`src/rtl/seg7_pkg.sv`:
```
// Shared constants and types for capturing a multiplexed seven-segment display back into BCD.
package seg7_pkg;

    // Segment order is led[1:7] = a..g, active-low (0 = lit).
    localparam logic [1:7] SEG_0     = 7'b0000001;
    localparam logic [1:7] SEG_1     = 7'b1001111;
    localparam logic [1:7] SEG_2     = 7'b0010010;
    localparam logic [1:7] SEG_3     = 7'b0000110;
    localparam logic [1:7] SEG_4     = 7'b1001100;
    localparam logic [1:7] SEG_5     = 7'b0100100;
    localparam logic [1:7] SEG_6     = 7'b0100000;
    localparam logic [1:7] SEG_7     = 7'b0001111;
    localparam logic [1:7] SEG_8     = 7'b0000000;
    localparam logic [1:7] SEG_9     = 7'b0000100;
    localparam logic [1:7] SEG_BLANK = 7'b1111111;

    localparam logic [3:0] BCD_BLANK = 4'hF;
    localparam logic [3:0] BCD_ERR   = 4'hE;

    typedef enum logic [1:0] {
        ST_WAIT,
        ST_SAMPLE,
        ST_HOLD
    } dwell_state_e;

endpackage

```
`src/rtl/seg7_pattern_decode.sv`:
```
// Combinational inverse of the BCD-to-seven-segment encoder: active-low segments to BCD plus flags.
module seg7_pattern_decode
    import seg7_pkg::*;
(
    input  logic [1:7] led,
    output logic [3:0] code,
    output logic       blank,
    output logic       err
);

    always_comb begin
        code  = BCD_ERR;
        blank = 1'b0;
        err   = 1'b1;
        case (led)
            SEG_0:     begin code = 4'd0; err = 1'b0; end
            SEG_1:     begin code = 4'd1; err = 1'b0; end
            SEG_2:     begin code = 4'd2; err = 1'b0; end
            SEG_3:     begin code = 4'd3; err = 1'b0; end
            SEG_4:     begin code = 4'd4; err = 1'b0; end
            SEG_5:     begin code = 4'd5; err = 1'b0; end
            SEG_6:     begin code = 4'd6; err = 1'b0; end
            SEG_7:     begin code = 4'd7; err = 1'b0; end
            SEG_8:     begin code = 4'd8; err = 1'b0; end
            SEG_9:     begin code = 4'd9; err = 1'b0; end
            SEG_BLANK: begin code = BCD_BLANK; blank = 1'b1; err = 1'b0; end
            default:   ;
        endcase
    end

endmodule

```
`src/rtl/seg7_scan_capture.sv`:
```
// Watches a multiplexed active-low display bus, samples each digit once it has settled,
// and publishes a packed BCD frame once every digit has been captured.
module seg7_scan_capture #(
    parameter int DIGITS = 4,
    parameter int SETTLE = 4
) (
    input  logic                  clk,
    input  logic                  rst,
    input  logic [1:7]            led,
    input  logic [DIGITS-1:0]     an,
    output logic [4*DIGITS-1:0]   bcd_out,
    output logic [DIGITS-1:0]     blank_out,
    output logic [DIGITS-1:0]     err_out,
    output logic                  frame_valid
);
    import seg7_pkg::*;

    localparam int CW = $clog2(SETTLE + 1);
    localparam int IW = (DIGITS > 1) ? $clog2(DIGITS) : 1;

    logic [DIGITS-1:0]   an_prev_q, an_prev_d;
    logic [1:7]          led_prev_q, led_prev_d;
    logic [CW-1:0]       cnt_q, cnt_d;
    dwell_state_e        state_q, state_d;
    logic [4*DIGITS-1:0] slot_code_q, slot_code_d;
    logic [DIGITS-1:0]   slot_blank_q, slot_blank_d;
    logic [DIGITS-1:0]   slot_err_q, slot_err_d;
    logic [DIGITS-1:0]   captured_q, captured_d;
    logic [4*DIGITS-1:0] bcd_q, bcd_d;
    logic [DIGITS-1:0]   blank_q, blank_d;
    logic [DIGITS-1:0]   err_q, err_d;
    logic                frame_valid_q, frame_valid_d;

    logic [DIGITS-1:0]   an_n;
    logic                an_valid;
    logic                stable;
    logic                sample;
    logic                frame_done;
    logic [IW-1:0]       digit_idx;
    logic [3:0]          dec_code;
    logic                dec_blank;
    logic                dec_err;

    seg7_pattern_decode u_decode (
        .led   (led),
        .code  (dec_code),
        .blank (dec_blank),
        .err   (dec_err)
    );

    always_comb begin
        an_n      = ~an;
        an_valid  = (an_n != '0) && ((an_n & (an_n - DIGITS'(1))) == '0);
        stable    = (an == an_prev_q) && (led == led_prev_q);
        digit_idx = '0;
        for (int i = 0; i < DIGITS; i++) begin
            if (an_n[i]) digit_idx = digit_idx | IW'(i);
        end
    end

    // The sample fires on the edge the counter steps into SETTLE-1, i.e. the SETTLE-th stable cycle.
    always_comb begin
        an_prev_d  = an;
        led_prev_d = led;
        cnt_d      = cnt_q;
        state_d    = state_q;
        sample     = stable && an_valid && (state_q == ST_WAIT) && (cnt_q == CW'(SETTLE - 2));

        if (!stable || !an_valid) begin
            cnt_d   = '0;
            state_d = ST_WAIT;
        end else begin
            if (cnt_q != CW'(SETTLE)) cnt_d = cnt_q + CW'(1);
            case (state_q)
                ST_WAIT:   if (sample) state_d = ST_SAMPLE;
                ST_SAMPLE: state_d = ST_HOLD;
                ST_HOLD:   state_d = ST_HOLD;
                default:   state_d = ST_WAIT;
            endcase
        end
    end

    // A sample landing on the publish edge seeds the next frame, so its bit wins over the clear.
    always_comb begin
        frame_done    = &captured_q;
        slot_code_d   = slot_code_q;
        slot_blank_d  = slot_blank_q;
        slot_err_d    = slot_err_q;
        captured_d    = frame_done ? '0 : captured_q;
        bcd_d         = frame_done ? slot_code_q : bcd_q;
        blank_d       = frame_done ? slot_blank_q : blank_q;
        err_d         = frame_done ? slot_err_q : err_q;
        frame_valid_d = frame_done;

        if (sample) begin
            slot_code_d[4*digit_idx +: 4] = dec_code;
            slot_blank_d[digit_idx]       = dec_blank;
            slot_err_d[digit_idx]         = dec_err;
            captured_d[digit_idx]         = 1'b1;
        end
    end

    always_ff @(posedge clk) begin
        if (rst) begin
            an_prev_q     <= '1;
            led_prev_q    <= '1;
            cnt_q         <= '0;
            state_q       <= ST_WAIT;
            slot_code_q   <= '1;
            slot_blank_q  <= '1;
            slot_err_q    <= '0;
            captured_q    <= '0;
            bcd_q         <= '1;
            blank_q       <= '1;
            err_q         <= '0;
            frame_valid_q <= 1'b0;
        end else begin
            an_prev_q     <= an_prev_d;
            led_prev_q    <= led_prev_d;
            cnt_q         <= cnt_d;
            state_q       <= state_d;
            slot_code_q   <= slot_code_d;
            slot_blank_q  <= slot_blank_d;
            slot_err_q    <= slot_err_d;
            captured_q    <= captured_d;
            bcd_q         <= bcd_d;
            blank_q       <= blank_d;
            err_q         <= err_d;
            frame_valid_q <= frame_valid_d;
        end
    end

    assign bcd_out     = bcd_q;
    assign blank_out   = blank_q;
    assign err_out     = err_q;
    assign frame_valid = frame_valid_q;

endmodule

```
`config.mk`:
```
export PLATFORM = sky130hd
export DESIGN_NAME = seg7_scan_capture
export DESIGN_NICKNAME = d
export VERILOG_FILES = /design/src/rtl/seg7_pkg.sv /design/src/rtl/seg7_pattern_decode.sv /design/src/rtl/seg7_scan_capture.sv
export SDC_FILE = /design/constraint.sdc
export NUM_CORES = 1
export LEC_CHECK = 0
export BUFFER_PORTS_ARGS = -buffer_cell sky130_fd_sc_hd__buf_2
export CORE_AREA = 2 2 78 80
export CTS_CLUSTER_SIZE = 14
export DETAILED_ROUTE_END_ITERATION = 12
export DIE_AREA = 0 0 80 82
export PLACE_DENSITY = 0.77
export RECOVER_POWER = 100
export SYNTH_ARGS = -nofsm -noshare
export SYNTH_HDL_FRONTEND = slang
export SYNTH_HIERARCHICAL = 1
export SYNTH_SLANG_ARGS = --single-unit
export TNS_END_PERCENT = 1
```
`constraint.sdc`:
```
create_clock -name clk -period 2.3 [get_ports clk]
set_input_delay 0.46 -clock clk [delete_from_list [all_inputs] [get_ports clk]]
set_output_delay 0.46 -clock clk [all_outputs]
set_load 0.01 [all_outputs]
```
==> Word-level counts from Yosys, hierarchy flattened <==
Cells that the tools add are included.
{ "totals": {"mem_bits_ro": 0, "elab_cells": 71, "latch_bits": 0, "ram_bits": 0, "memories": 0, "regBits": 69} }
{ "classes": {"n_eq_ne": 17, "n_bitwise": 3, "multipliers": 0, "div": 0, "n_shift": 2, "reduce_logical": 17, "magnitude_cmp": 2, "n_addsub": 3, "muxes": 15} }
{ "op_table": {"columns": ["cell", "n"], "rows": [
  ["$pmux 4 s11", 1],
  ["$neg 4->34", 1],
  ["$shift 4x34->16 const A", 1],
  ["$shiftx 4x34->16", 1],
  ["$eq 7x7->1 const B", 3],
  ["$bwmux 16", 1],
  ["$eq 7x3->1 const B", 2],
  ["$eq 7x6->1 const B", 2],
  ["$reduce_or 11->1", 1],
  ["$bwmux 4", 2],
  ["$mux 4", 2],
  ["$eq 7x1->1 const B", 1],
  ["$eq 7x4->1 const B", 1],
  ["$eq 7x5->1 const B", 1],
  ["$eq 7x7->1", 1],
  ["$logic_not 7->1", 1],
  ["$logic_and 1x1->1", 6],
  ["$mux 2", 3],
  ["$and 4x4->4", 1],
  ["$eq 4x4->1", 1],
  ["$logic_not 4->1", 1],
  ["$mux 1", 4],
  ["$not 4->4", 1],
  ["$or 4x4->4", 1],
  ["other kinds (17)", 19]
]} }

==> Logic depth before layout (Yosys ltp) <==
{ "logic_depth": {"ltp_word": 10, "ltp_mapped": 7, "mapped_depth_nobuf": 7} }

==> Hierarchy <==
Netlist, hierarchy kept.
{ "modules_own_cells": {"columns": ["mod", "area_per_inst_um2", "seq_area_each_um2", "cells_each", "instances"], "rows": [
  ["seg7_scan_capture", 2914.0, 1381.3, 301, 1],
  ["seg7_pattern_decode", 271.5, 0.0, 38, 1]
]} }

==> Least setup slack after synthesis <==
OpenSTA, ideal clock, no wires.
{ "synth_path": {"kind": "in2reg", "start": "input led[3] in the netlist's numbering", "end": "register slot_code_q[0]", "setup_slack_ps": 345, "setup_ps": 122, "t_required_ps": 2178, "path_stages": 6, "arrival_ps": 1834, "path_cell_list": "xor2_1 > a2111oi_4 > o311a_1 > buf_6 > nand4_2 > a221o_1"} }
{ "synth_between": {"elab_chain_cells": 5, "word_cells_on_any_way": 19, "classes_between": "11 x eq/ne; 1 x shift; 2 x mux; 5 x reduce/logical"} }
{ "synth_lines": {"columns": ["element", "line_no", "text"], "rows": [
  ["start: declaration", "seg7_scan_capture.sv:9", "input logic [1:7] led,"],
  ["branches (longest 5 deep; another with $shiftx 4x34->16)", null, null],
  ["end signal: assignment", "seg7_scan_capture.sv:122", "slot_code_q <= slot_code_d;"],
  ["end: declaration", "seg7_scan_capture.sv:25", "logic [4*DIGITS-1:0] slot_code_q, slot_code_d;"]
]} }
Several ways; the timed one is not identified.
A chain may end at the register's enable or synchronous reset.

==> Worst setup path after layout <==
{ "layout_path": {"start": "register led_prev_q[3] in the netlist's numbering", "end": "register slot_code_q[4]"} }
{ "layout_between": {"elab_chain_cells": 5} }
{ "layout_lines": {"columns": ["element", "line_no", "text"], "rows": [
  ["start: declaration", "seg7_scan_capture.sv:22", "logic [1:7] led_prev_q, led_prev_d;"],
  ["start signal: assignment", "seg7_scan_capture.sv:119", "led_prev_q <= led_prev_d;"],
  ["$eq 7x7->1", "seg7_scan_capture.sv:54", "stable = (an == an_prev_q) && (led == led_prev_q);"],
  ["$logic_and 1x1->1", "seg7_scan_capture.sv:54", null],
  ["$logic_and 1x1->1 (3 in a row)", "seg7_scan_capture.sv:67", "sample = stable && an_valid && (state_q == ST_WAIT) && (cnt_q == CW'(SETTLE - 2));"]
]} }
No other way between the ends.

==> impl_metrics.toml <==
[clock_network]
clkTransAtPathRegs_ns = 0.08
cts_buffers = 9
clock_path_buffers = 2
cts_num_sinks = 69
clockRootBuffer = "clkbuf_8"
post_cts_buffers = 0
hold_buffers = 0
cts_max_level = 3
clk_latency_ns = 0.35
tritoncts = "done"
cts_resized = 0

[synthesis]
yosys.area.top_type = "dfxtp_1"
synth_edf_count = 0
syn_nets = 365
synth_seq_area_share_pct = 43.4
mappedNetlistArea_mm2 = 0.00319
synthDistinctLibCells = 50
yosysWarnings = 6
ys_seq_elements = 69
avgSynthCellArea_um2 = 9.40
synth-async-reset-ratio_pct = 0
synth.top_cell.area_share_pct = 43.4
synthCells = 339
synth_flop_cell = "dfxtp_1"
synthTopCellsByArea = "dfxtp_1, nand2_1, nand3b_1"

[min_path]
whs_path_depth = 2
min_path_type = "input port to register"
min_from = "an[0]"
min_to = "an_prev_q[0]$_SDFF_PP1_"

[flow_run]
drv_cap = 0

[timing]
rsz0062_at_grt = "no"
setup_violations = 0
hold_violations = 0
drv_slew = 0
clock_skew_ns = 0.0157
min_period_ns = 2.00
fin_tns_setup_ns = 0
hold_ws_ns = 0.351
fmax_mhz = 500
period_share_pct = 86.9
worst_slew_pin_slew_ns = 1.43
slew_headroom_pct = 4.79

[drt]
drc_errors = 0
wl_per_cell_um = 13.6
drt_pre_antenna_iters = 4
drtAntennaViolNets = 0
num_vias = 2460
wl_um = 6220
drtIter0Drc = 132
avgViaCountPerCell = 5.39

[place]
gp_congestion = 0.914
placed_cell_area_mm2 = 0.00343
port_buffers = 37
dp_hpwl_um = 4390

[critical_path]
cp-end-kind = "register"
critical_path_required_ns = 2.59
reg2reg_slack_ns = 0.30
critical_path_class = "register to register"
rr_worst_depth = 6
cp_max_fo = 4
crit_arrival_ns = 2.29
r2r_end = "slot_code_q[4]$_SDFFE_PP1P_"
r2r-start = "led_prev_q[3]$_SDFF_PP1_"
startpoint_type = "register"

[floorplan]
rows = 28
core_mm2 = 0.00575
initial_utilization_pct = 55.4
die_w_um = 80
num_io_pins = 38
die_y_um = 82
die_area_mm2 = 0.00656

[global_routing]
grt-ovfl-total = 0
globalRouteTotalUtil_pct = 20.6
grt_pass1_wl_um = 10500
grt_pass1_vias = 2296
grt_antenna_before_repair = 0
grt_max_degree = 41

[finish]
area_growth_pct = 13.4
num_antenna_cells = 0
layout-drive-gt1-share_pct = 17.3
layout_commonest_cell = "dfxtp_1"
final_core_util_pct = 62.9
fillers = 515
stdcell_area_mm2 = 0.00361
nets = 402
final_cell_mix = "dfxtp_1, nand2_1, clkbuf_1, nand3b_1, nor2_1"

[outcome]
status = "complete, no violations"

[power]
power.density_mw_per_mm2 = 684
p_leak_nw = 1.46
peakVddDrop_v = 0.000454
total_power_mw = 2.47
-- power breakdown --
group | internal [mW] | switching (mW) | total [mW]
sequential | 1.20 | 0.00516 | 1.21
clock | 0.638 | 0.466 | 1.10
combinational | 0.0611 | 0.0955 | 0.157
-- final cells by class --
type	count	area (um2)	area share (%)
clock inverter	6	86.3	2.39
clock buffer	10	138	3.81
inverter	9	33.8	0.935
multi-input combinational	242	1680	46.4
sequential	69	1380	38.2
tap	75	93.8	2.60
timing repair buffer	45	203	5.61
-- synth_stat cells (2+ instances only) --
master	count
inv_1	7
mux2i_1	8
nand4_1	4
buf_2	2
nand2b_1	7
nor2b_1	4
nand3b_1	24
and4_1	3
xnor2_1	4
nand2_1	59
nand4_2	4
and2_1	3
dfxtp_1	69
nor2_1	18
nor3_2	3
nand3_1	7
nor4_2	4
ha_1	13
clkbuf_1	13
nor3_1	4
a221o_1	16
or2_2	11
inv_2	2
xor2_1	7
nor3b_1	3
buf_6	2
a21oi_1	13
o21ai_0	3
-- worst max path at each step --
stage	startpoint	to	slack, ns	cells after the start
finish	led_prev_q[3]$_SDFF_PP1_	slot_code_q[4]$_SDFFE_PP1P_	0.30	6
global route	rst	led_prev_q[7]$_SDFF_PP1_	0.17	3
global placement	an[1]	slot_code_q[6]$_SDFFE_PP1P_	0.14	6
floorplan	led[3]	slot_code_q[0]$_SDFFE_PP1P_	0.34	6
detailed placement	led[3]	slot_code_q[5]$_SDFFE_PP1P_	0.05	7
CTS	led_prev_q[3]$_SDFF_PP1_	slot_code_q[5]$_SDFFE_PP1P_	0.30	6
-- layer usage --
metal  global-route usage [%]  share of wire [%]  vias up
li1                         -                  -     1270
met1                     26.9                 49     1117
met2                     31.8                 44       54
met3                     4.62                4.4       19
met4                     10.7                2.8        0
met5                        0                  0        -
-- cell families after synthesis --
logic type	Yosys count	synth area share, %
buffers and inverters	28	4.01
adder cells (fa/ha/maj)	13	5.11
AO/OA/AOI/OAI	44	11.7
flip-flops	69	43.4
AND/OR/NAND/NOR	166	30.3
XOR/XNOR	11	3.02
multiplexers	8	2.51
-- worst max-delay path, stage by stage (launching register included) --
cell       delay [ns]
dfxtp_1          0.31
xor2_1           0.18
a2111oi_4        0.35
clkbuf_1         0.17
o311ai_2         0.19
nor4_2           0.50
a221o_1          0.23
-- stage by stage --
step,instances,worst slack [ns]
after floorplan,339,0.345
after global placement,440,0.137
after detailed placement,440,0.0496
after CTS,456,0.298
after global routing,456,0.169
final,456,0.301
Power figures use the tool's default switching activity.
